### config.mk
export PLATFORM = sky130hd
export DESIGN_NAME = message_bus_arbiter
export DESIGN_NICKNAME = d
export VERILOG_FILES = /design/src/rtl/message_bus_arbiter.sv
export SDC_FILE = /design/constraint.sdc
export NUM_CORES = 1
export LEC_CHECK = 0
export CAP_MARGIN = 30
export CELL_PAD_IN_SITES_DETAIL_PLACEMENT = 0
export CELL_PAD_IN_SITES_GLOBAL_PLACEMENT = 1
export CORE_AREA = 2 2 267 269
export CTS_CLUSTER_DIAMETER = 40
export DETAILED_ROUTE_END_ITERATION = 10
export DIE_AREA = 0 0 269 271
export DONT_BUFFER_PORTS = 1
export MAX_ROUTING_LAYER = met4
export PLACE_DENSITY_LB_ADDON = 0.08
export SLEW_MARGIN = 15
export SYNTH_ARGS = -nofsm -noshare
export SYNTH_HDL_FRONTEND = slang
export SYNTH_SLANG_ARGS = --single-unit
export TNS_END_PERCENT = 5
### constraint.sdc
create_clock -name clk -period 2.9 [get_ports clk]
set_clock_uncertainty 0.05 [all_clocks]
set_input_delay 0.29 -clock clk [delete_from_list [all_inputs] [get_ports clk]]
set_output_delay 0.29 -clock clk [all_outputs]
set_load 0.03 [all_outputs]
### src/rtl/message_bus_arbiter.sv
// Round-robin arbiter sharing one message bus among NODES senders, with a
// single-entry buffer slot that delivers to the destination's receive port.

module mba_lane #(
    parameter int NODES = 4,
    parameter int ID_W  = 2,
    parameter int IDX   = 0
) (
    input  logic [31:0]     dst,
    input  logic            grant,
    input  logic [ID_W-1:0] win,
    input  logic            slot_valid,
    input  logic [ID_W-1:0] slot_dst,
    output logic            dst_ok,
    output logic            ack,
    output logic            rcv_val
);
    // Full 32-bit compare so garbage in the upper bits is never aliased onto a node.
    assign dst_ok  = dst < 32'(NODES);
    assign ack     = grant && (win == ID_W'(IDX));
    assign rcv_val = slot_valid && (slot_dst == ID_W'(IDX));
endmodule

module message_bus_arbiter #(
    parameter int NODES  = 4,
    parameter int ID_W   = $clog2(NODES),
    parameter int DROP_W = 16
) (
    input  logic                clk,
    input  logic                rst_n,
    input  logic                flush,
    input  logic [NODES-1:0]    snd_val_i,
    output logic [NODES-1:0]    snd_ack_o,
    input  logic [NODES*32-1:0] snd_dst_i,
    input  logic [NODES*32-1:0] snd_tag_i,
    input  logic [NODES*64-1:0] snd_msg_i,
    output logic [NODES-1:0]    rcv_val_o,
    input  logic [NODES-1:0]    rcv_rdy_i,
    output logic [31:0]         rcv_src_o,
    output logic [31:0]         rcv_tag_o,
    output logic [63:0]         rcv_msg_o,
    output logic                busy_o,
    output logic [DROP_W-1:0]   drop_count_o
);
    typedef enum logic {EMPTY = 1'b0, FULL = 1'b1} state_t;

    state_t              state;
    logic [ID_W-1:0]     slot_src, slot_dst, rr_ptr;
    logic [31:0]         slot_tag;
    logic [63:0]         slot_msg;
    logic [DROP_W-1:0]   drop_cnt;

    logic [NODES-1:0][31:0]   dst_a, tag_a;
    logic [NODES-1:0][63:0]   msg_a;
    logic [NODES-1:0][ID_W-1:0] scan_idx;
    logic [NODES-1:0]         dst_ok;
    logic                     slot_valid, deliver, free, grant, req_any, win_ok;
    logic [ID_W-1:0]          win, win_next;

    assign dst_a = snd_dst_i;
    assign tag_a = snd_tag_i;
    assign msg_a = snd_msg_i;

    assign slot_valid = (state == FULL);
    assign deliver    = slot_valid && rcv_rdy_i[slot_dst];
    assign free       = !slot_valid || deliver;

    // scan_idx[k] is the node examined k-th, starting at the round-robin pointer.
    for (genvar k = 0; k < NODES; k++) begin : g_scan
        assign scan_idx[k] = ID_W'((int'(rr_ptr) + k) % NODES);
    end

    always_comb begin
        req_any = |snd_val_i;
        win     = '0;
        for (int k = NODES - 1; k >= 0; k--)
            if (snd_val_i[scan_idx[k]]) win = scan_idx[k];
    end

    assign grant    = rst_n && free && !flush && req_any;
    assign win_ok   = dst_ok[win];
    assign win_next = (win == ID_W'(NODES - 1)) ? '0 : win + 1'b1;

    for (genvar n = 0; n < NODES; n++) begin : g_lane
        mba_lane #(.NODES(NODES), .ID_W(ID_W), .IDX(n)) u_lane (
            .dst        (dst_a[n]),
            .grant      (grant),
            .win        (win),
            .slot_valid (slot_valid),
            .slot_dst   (slot_dst),
            .dst_ok     (dst_ok[n]),
            .ack        (snd_ack_o[n]),
            .rcv_val    (rcv_val_o[n])
        );
    end

    always_ff @(posedge clk or negedge rst_n) begin
        if (!rst_n) begin
            state    <= EMPTY;
            slot_src <= '0;
            slot_dst <= '0;
            slot_tag <= '0;
            slot_msg <= '0;
            rr_ptr   <= '0;
            drop_cnt <= '0;
        end else if (flush) begin
            state <= EMPTY;
        end else if (grant) begin
            rr_ptr <= win_next;
            if (win_ok) begin
                state    <= FULL;
                slot_src <= win;
                slot_dst <= dst_a[win][ID_W-1:0];
                slot_tag <= tag_a[win];
                slot_msg <= msg_a[win];
            end else begin
                // A grant implies the slot is free this cycle, so a drop leaves it empty.
                state <= EMPTY;
                if (drop_cnt != '1) drop_cnt <= drop_cnt + 1'b1;
            end
        end else if (deliver) begin
            state <= EMPTY;
        end
    end

    assign rcv_src_o    = {{(32 - ID_W){1'b0}}, slot_src};
    assign rcv_tag_o    = slot_tag;
    assign rcv_msg_o    = slot_msg;
    assign busy_o       = slot_valid;
    assign drop_count_o = drop_cnt;
endmodule

==> Flow_metrics.wiki, run 1 <==
{| class="wikitable"
! Metric !! Value
|-
| Status || complete, but fails checks
|-
| Violated checks || hold timing
|-
| Maximum root-to-sink buffer count || 2
|-
| Inserted Clock Buffers || 17
|-
| Post-Synthesis Cell Area || 8560 um^2
|-
| Clock tree sinks || 119
|-
| Vias post-DR || 6493
|-
| Number of global-route vias before repair || 6940
|-
| Type of origin of the critical path || flip-flop
|-
| Starting utilization of the core area || 12.3%
|-
| Flop-to-flop setup slack || 0.23 ns
|-
| TritonCTS clock tree || done
|-
| Max Transition Viols Final || 0
|-
| Timing endpoint of the critical path || snd_ack_o[1]
|-
| Startpoint-to-endpoint class of the critical path || reg -> out
|-
| Largest delay contributor family on the critical path || simple AND/OR/NAND/NOR gates
|-
| Final critical path time including I/O delays and setup || 2.70 ns
|-
| Worst-Margin Slew || 0.607 ns
|-
| Number of distinct library cells after synthesis || 39
|-
| Tot GR Track Use || 9.92%
|-
| Half-perimeter wire length after placement || 29.3 mm
|-
| Ys async rst share || 100%
|-
| Reg-to-reg endpoint || rcv_msg_o[35]$_DFFE_PN0P_
|-
| Largest fanout on the critical path || 14
|-
| Final TNS setup || 0 ns
|-
| Fmax achieved || 370 MHz
|-
| Top Ports || 676
|-
| Top_reg_cell synth || sky130_fd_sc_hd__dfrtp_1
|-
| Gate Count Post-Synth || 848
|-
| Clock latency on the worst-skew pair || 0.47 ns
|-
| Count of endpoints failing hold in the final timing report || 119
|-
| Cells traversed along the worst timing path || nand2b_1 -> a21o_1 -> and2_4 -> buf_12 -> buf_6 -> inv_1 -> ha_1 -> and3_1
|-
| Clk Tree Root Cell || sky130_fd_sc_hd__clkbuf_16
|-
| Final hold slack || -0.531 ns
|-
| Post-route clock period utilization || 93.2%
|-
| Post-route DRC violation count || 0
|-
| Yosys warning count || 0
|-
| Number of hold buffers added after cts || 1
|-
| Number of nets in the finished design || 1378
|-
| Total leakage power || 4.05 nW
|-
| Largest net degree at the start of global routing || 121
|-
| Tightest slew margin relative to the limit || 59.4%
|-
| Post-synth EDFFs || 0
|-
| Total setup violations reported at the end of the flow || 0
|-
| Critical path origin || rr_ptr[0]$_DFFE_PN0P_
|-
| Critical R2R Launch || rr_ptr[1]$_DFFE_PN0P_
|-
| Worst Path Buf+Inv || 3
|-
| Port Buffers || 0
|-
| Number of max-cap violations || 0
|-
| Power Dens Cells || 1050 nW/um^2
|-
| DR WL/cell || 20.2 um
|-
| Worst path max stage delay || 0.44 ns
|-
| Sequential element share of the synthesized area || 34.8%
|-
| Required time reported for the critical path endpoint || 2.56 ns
|-
| Antenna violations before repair || 4
|-
| Clk pin slew, worst setup/hold paths || 0.06 ns
|-
| GP Congestion || 0.852
|-
| Vias per Instance || 3.59
|-
| Arrival time at the worst endpoint || 2.36 ns
|-
| Level count of the clock H-tree || 4
|-
| Class of the most critical hold timing path || in -> async
|-
| Overall die width || 269 um
|-
| Worst r2r path cells || 10
|-
| Fraction of final layout cells sized beyond drive strength 1 || 31.5%
|-
| Unrepaired setup endpoints after global routing || no
|-
| Final wirelength || 36.5 mm
|-
| Antenna Nets Post-Route || 0
|-
| Master of the slowest instance on the critical path || sky130_fd_sc_hd__dfrtp_1
|-
| Pwr Total || 10.8 mW
|-
| Total congestion overflow after global routing || 0
|-
| Die Area || 72900 um^2
|-
| Synthesized area per cell || 10.1 um^2
|-
| Height of the die || 271 um
|-
| Final core utilization || 14.8%
|-
| Num rows || 97
|-
| First drt pass iteration count || 4
|-
| Nature of the critical path endpoint || output pin
|-
| Worst vdd rail ir drop || 0.000316 V
|-
| DR iter-0 viols || 198
|-
| Stages on worst setup path || 8
|-
| Flops & latches, synth || 119
|-
| First-pass GRT wire length || 49.7 mm
|-
| Area of the core || 69800 um^2
|-
| Area growth syn-to-layout || 21.0%
|}
-- logic make-up after synthesis --
group / share of synthesized area, %
and+or+nand+nor: 10.6
xor gates and xnor gates: 1.54
DFF: 34.8
buffers and inverters: 7.37
other: 0.0438
adders and majority gates: 0.731
muxes: 37.9
AOI/OAI and AO/OA: 7.00
-- repair_timing --
action / in CTS / in global routing
setup buffers: 1 / 1
gates resized for setup: 3 / 1
gates cloned: 0 / 1
pin swaps: 1 / 1
setup endpoints to repair: 4 / 5
hold endpoints to repair: 120 / 119
-- sequential cells by signal, indices dropped and copies added, names as in the netlist --
signal and count:
rcv_msg_o 64, rcv_tag_o 32, drop_count_o 16, rr_ptr 2, slot_dst 2, slot_src 2, busy_o 1
-- area by class of cell --
cell class              count  area [um^2]
fillers                  7917        59400
multi-input cells         655         5080
flip-flops and latches    119         2980
well taps                 940         1180
repair buffers             48          509
clock buffers              17          425
clock inverters            15          140
inverters                   9         33.8
diodes                      5         12.5
-- where the power goes --
part | leakage [nW] | internal, mW | switching, mW | total, mW
Combinational | 2.34 | 2.03 | 2.08 | 4.11
Clock | 0.280 | 1.19 | 0.942 | 2.13
Sequential | 1.43 | 2.40 | 2.20 | 4.60
-- synth_stat cells (9+ instances only) --
master | number | area [um^2]
sky130_fd_sc_hd__nor2_1 | 111 | 417
sky130_fd_sc_hd__clkbuf_1 | 18 | 67.6
sky130_fd_sc_hd__dfrtp_1 | 119 | 2980
sky130_fd_sc_hd__and3_1 | 9 | 56.3
sky130_fd_sc_hd__xor2_1 | 11 | 96.3
sky130_fd_sc_hd__a21oi_1 | 99 | 495
sky130_fd_sc_hd__buf_4 | 58 | 435
sky130_fd_sc_hd__inv_1 | 9 | 33.8
sky130_fd_sc_hd__buf_2 | 15 | 75.1
sky130_fd_sc_hd__mux2_1 | 13 | 146
sky130_fd_sc_hd__nand2_1 | 12 | 45.0
sky130_fd_sc_hd__mux2_2 | 186 | 2090
sky130_fd_sc_hd__nor4_1 | 29 | 181
sky130_fd_sc_hd__mux2i_1 | 98 | 981
-- per-stage QoR --
step / area (um^2) / std cells / hold WS, ns / worst slack [ns]
after floorplan: 8660 / 877 / -0.0556 / 0.515
after global placement: 9710 / 1767 / -0.0482 / 0.00466
after detailed placement: 9710 / 1767 / -0.0497 / 0.0139
after CTS: 10300 / 1801 / -0.594 / 0.00657
after global routing: 10400 / 1807 / -0.591 / 0.0232
final: 10400 / 1808 / -0.531 / 0.198
-- worst register-to-register path, delay by kind of cell, from the launching register on --
kind | cells | cell delay (ns)
muxes | 2 | 0.69
AOI/OAI and AO/OA | 2 | 0.24
DFF | 1 | 0.45
and+or+nand+nor | 3 | 0.55
buffers and inverters | 3 | 0.59
-- worst min path at each step --
stage	startpoint	to	slack [ns]	cells after the start
6_report	rst_n	rcv_msg_o[37]$_DFFE_PN0P_	-0.53	0
5_1_grt	rst_n	rcv_msg_o[37]$_DFFE_PN0P_	-0.59	0
4_1_cts	rst_n	rcv_msg_o[37]$_DFFE_PN0P_	-0.59	0
3_5_place_dp	rst_n	rcv_msg_o[37]$_DFFE_PN0P_	-0.05	0
3_3_place_gp	rst_n	rcv_msg_o[37]$_DFFE_PN0P_	-0.05	0
2_1_floorplan	rst_n	busy_o$_DFFE_PN0P_	-0.06	0
-- metal layers --
metal	part of all wire, %	up-vias	GRT usage (%)	wire (um)
met5	0	-	-	0
met4	1.2	0	3.06	446
met3	6.8	23	3.41	2480
met2	53	263	16.7	19200
met1	39	3206	10.9	14400
li1	-	3001	-	-
-- cells in the final DEF, fill, tap and decap left out, types with 2 or more instances in the layout --
master / Yosys / final
sky130_fd_sc_hd__buf_4: 58 / 35
sky130_fd_sc_hd__diode_2: 0 / 5
sky130_fd_sc_hd__conb_1: 1 / 30
sky130_fd_sc_hd__o22ai_1: 2 / 2
sky130_fd_sc_hd__and3_1: 9 / 7
sky130_fd_sc_hd__dfrtp_1: 119 / 119
sky130_fd_sc_hd__buf_12: 0 / 10
sky130_fd_sc_hd__mux2i_1: 98 / 98
sky130_fd_sc_hd__clkbuf_16: 0 / 18
sky130_fd_sc_hd__nand4_1: 8 / 8
sky130_fd_sc_hd__and3_2: 0 / 2
sky130_fd_sc_hd__nor4_1: 29 / 29
sky130_fd_sc_hd__inv_1: 9 / 9
sky130_fd_sc_hd__nand2_1: 12 / 12
sky130_fd_sc_hd__xnor2_1: 4 / 4
sky130_fd_sc_hd__a211oi_1: 4 / 4
sky130_fd_sc_hd__and2_1: 4 / 3
sky130_fd_sc_hd__inv_6: 0 / 7
sky130_fd_sc_hd__a21oi_1: 99 / 99
sky130_fd_sc_hd__nor3_1: 6 / 6
sky130_fd_sc_hd__clkinv_4: 0 / 3
sky130_fd_sc_hd__mux2_2: 186 / 186
sky130_fd_sc_hd__nor2_1: 111 / 111
sky130_fd_sc_hd__xor2_1: 11 / 11
sky130_fd_sc_hd__mux2_1: 13 / 13
sky130_fd_sc_hd__nand2b_1: 3 / 3
sky130_fd_sc_hd__clkinv_2: 0 / 3
sky130_fd_sc_hd__ha_1: 5 / 5
sky130_fd_sc_hd__nand3_1: 8 / 8
No activity file was read; power rests on OpenSTA's default activity.
==> run 2, diff against run 1 <==
--- a/config.mk
+++ b/config.mk
@@ -5,16 +5,17 @@
 export SDC_FILE = /design/constraint.sdc
 export NUM_CORES = 1
 export LEC_CHECK = 0
+export ABC_CLOCK_PERIOD_IN_PS = 2900
 export CAP_MARGIN = 30
 export CELL_PAD_IN_SITES_DETAIL_PLACEMENT = 0
 export CELL_PAD_IN_SITES_GLOBAL_PLACEMENT = 1
-export CORE_AREA = 2 2 267 269
+export CORE_AREA = 2 2 260 262
 export CTS_CLUSTER_DIAMETER = 40
 export DETAILED_ROUTE_END_ITERATION = 10
-export DIE_AREA = 0 0 269 271
+export DIE_AREA = 0 0 262 264
 export DONT_BUFFER_PORTS = 1
 export MAX_ROUTING_LAYER = met4
-export PLACE_DENSITY_LB_ADDON = 0.08
+export PLACE_DENSITY_LB_ADDON = 0.1
 export SLEW_MARGIN = 15
 export SYNTH_ARGS = -nofsm -noshare
 export SYNTH_HDL_FRONTEND = slang
==> Flow_metrics.wiki, run 2 (same netlist as run 1, synthesis figures left out) <==
{| class="wikitable"
! Metric !! Value
|-
| Cell internal power dissipation || 5.99 mW
|-
| Net switching power || 5.15 mW
|-
| Overall die width || 262 um
|-
| Worst path max stage delay || 0.42 ns
|-
| Level count of the clock H-tree || 4
|-
| First drt pass iteration count || 5
|-
| Clock tree sinks || 119
|-
| Largest fanout on the critical path || 14
|-
| Power Dens Cells || 1070 nW/um^2
|-
| Top Ports || 676
|-
| Worst vdd rail ir drop || 0.000379 V
|-
| Reg-to-reg endpoint || rcv_msg_o[37]$_DFFE_PN0P_
|-
| DR WL/cell || 20.0 um
|-
| DR iter-0 viols || 234
|-
| First-pass GRT wire length || 47.3 mm
|-
| Vias post-DR || 6514
|-
| Clk pin slew, worst setup/hold paths || 0.06 ns
|-
| Largest net degree at the start of global routing || 121
|-
| Part of the power in combinational logic || 36.9%
|-
| Port Buffers || 0
|-
| Vias per Instance || 3.72
|-
| Final wirelength || 34.9 mm
|-
| Inserted Clock Buffers || 17
|-
| Leading cell types in the layout, fill and taps excluded || sky130_fd_sc_hd__mux2_2, sky130_fd_sc_hd__dfrtp_1, sky130_fd_sc_hd__nor2_1
|-
| Unrepaired setup endpoints after global routing || yes
|-
| Share of total power in sequential cells || 41.4%
|-
| Final TNS setup || 0 ns
|-
| Final core utilization || 15.6%
|-
| Total setup violations reported at the end of the flow || 0
|-
| Number of max-cap violations || 0
|-
| Tightest slew margin relative to the limit || 58.4%
|-
| Class of the most critical hold timing path || in -> async
|-
| Total leakage power || 4.13 nW
|-
| Area of the core || 66600 um^2
|-
| Starting utilization of the core area || 12.9%
|-
| Cells traversed along the worst timing path || nand2b_1 -> a21o_1 -> and2_4 -> buf_12 -> buf_4 -> inv_1 -> ha_1 -> and3_1
|-
| Post-route DRC violation count || 0
|-
| Violated checks || hold timing
|-
| Final hold slack || -0.521 ns
|-
| Type of origin of the critical path || flip-flop
|-
| Count of endpoints failing hold in the final timing report || 119
|-
| Tot GR Track Use || 9.90%
|-
| Fraction of final layout cells sized beyond drive strength 1 || 31.9%
|-
| Status || complete, but fails checks
|-
| Maximum root-to-sink buffer count || 2
|-
| Die Area || 69200 um^2
|-
| Master of the slowest instance on the critical path || sky130_fd_sc_hd__dfrtp_1
|-
| Required time reported for the critical path endpoint || 2.56 ns
|-
| Sw Share || 46.2%
|-
| Clock latency on the worst-skew pair || 0.47 ns
|-
| Flip-flop count of the largest register, all copies and words added || 64
|-
| Number of global-route vias before repair || 6776
|-
| Antenna Nets Post-Route || 0
|-
| Most common library cell in the layout ignoring fill and taps || sky130_fd_sc_hd__mux2_2
|-
| Post-route clock period utilization || 95.1%
|-
| Area growth syn-to-layout || 21.7%
|-
| Final critical path time including I/O delays and setup || 2.76 ns
|-
| Half-perimeter wire length after placement || 27.6 mm
|-
| Fmax achieved || 363 MHz
|-
| Clk Tree Root Cell || sky130_fd_sc_hd__clkbuf_16
|-
| Startpoint-to-endpoint class of the critical path || reg -> out
|-
| Max Transition Viols Final || 0
|-
| Worst r2r path cells || 12
|-
| Clock group share of total power || 21.7%
|-
| Antenna violations before repair || 5
|-
| Post-route non-filler standard cell count || 1750
|-
| Arrival time at the worst endpoint || 2.42 ns
|-
| Height of the die || 264 um
|-
| Number of nets in the finished design || 1387
|-
| Total congestion overflow after global routing || 0
|-
| Nature of the critical path endpoint || output pin
|-
| Cell total after placement || 1708
|-
| Worst-Margin Slew || 0.624 ns
|-
| Number of hold buffers added after cts || 1
|-
| Critical R2R Launch || rr_ptr[0]$_DFFE_PN0P_
|-
| Num rows || 95
|-
| GP Congestion || 0.841
|-
| TritonCTS clock tree || done
|-
| Flop-to-flop setup slack || 0.17 ns
|}
[run 2: cell types whose count changed in the layout (fill, tap and decap cells not counted), sizes merged]
cell | before | now
buf | 46 | 55
inv | 16 | 10
bufinv | 1 | 5
clkbuf | 18 | 20
bufbuf | 0 | 1
clkinv | 6 | 5
[run 2: worst max-delay path by stage]
stage                                      from                         to  slack, ns  cells past startpoint
after floorplan           rr_ptr[1]$_DFFE_PN0P_               snd_ack_o[1]       0.51                     11
after global placement    rr_ptr[1]$_DFFE_PN0P_  rcv_msg_o[33]$_DFFE_PN0P_       0.18                      9
after detailed placement  rr_ptr[1]$_DFFE_PN0P_  rcv_msg_o[57]$_DFFE_PN0P_       0.19                      9
after CTS                 rr_ptr[1]$_DFFE_PN0P_               snd_ack_o[3]       0.03                      6
after global routing      rr_ptr[1]$_DFFE_PN0P_               snd_ack_o[1]      -0.03                      8
final                     rr_ptr[0]$_DFFE_PN0P_               snd_ack_o[1]       0.14                      8
[run 2: timing repair]
| action | 4_1_cts | 5_1_grt |
|---|---|---|
| buffers inserted | 3 | 0 |
| endpoints found under the setup margin | 2 | 2 |
| pin swaps | 1 | 0 |
| gates resized for setup | 0 | 1 |
| endpoints found under the hold margin | 120 | 119 |
| cloned | 1 | 0 |
[run 2: layout make-up]
cell class | count | area (um^2)
Antenna cell | 5 | 12.5
Clock buffer | 20 | 447
Clock inverter | 12 | 199
Fill cell | 7454 | 56200
Inverter | 9 | 33.8
Multi-Input combinational cell | 655 | 5070
Sequential cell | 119 | 2980
Tap cell | 873 | 1090
Timing Repair Buffer | 57 | 581
[run 2: power groups by stage]
stage	clock network, mW	registers, mW	logic, mW
final	2.41	4.61	4.11
after floorplan	0	4.33	3.08
after global placement	0	4.77	4.10
after global routing	2.59	4.72	4.57
after CTS	2.55	4.68	4.26
after detailed placement	0	4.70	4.12
[run 2: metrics by stage]
stage | power [mW] | setup WS, ns | instance area (um^2)
6_report | 11.1 | 0.143 | 10400
4_1_cts | 11.5 | 0.0295 | 10400
2_1_floorplan | 7.40 | 0.515 | 8660
3_3_place_gp | 8.87 | 0.178 | 9690
3_5_place_dp | 8.82 | 0.193 | 9690
5_1_grt | 11.9 | -0.0297 | 10400
[run 2: layer usage]
layer  vias to the layer above  track usage, %  wire length [um]
met4                         0            3.44               496
li1                       3014               -                 -
met1                      3178            11.0             14000
met2                       296            16.9             18300
met3                        26            2.73              2210
met5                         -               -                 0
[run 2: worst max-delay path, delay by kind of cell (launching register included)]
| kind | cells | cell delay [ns] |
|---|---|---|
| buf+inv | 3 | 0.41 |
| fa+ha+maj | 1 | 0.13 |
| simple gates | 3 | 0.76 |
| flops | 1 | 0.42 |
| compound gates | 1 | 0.23 |
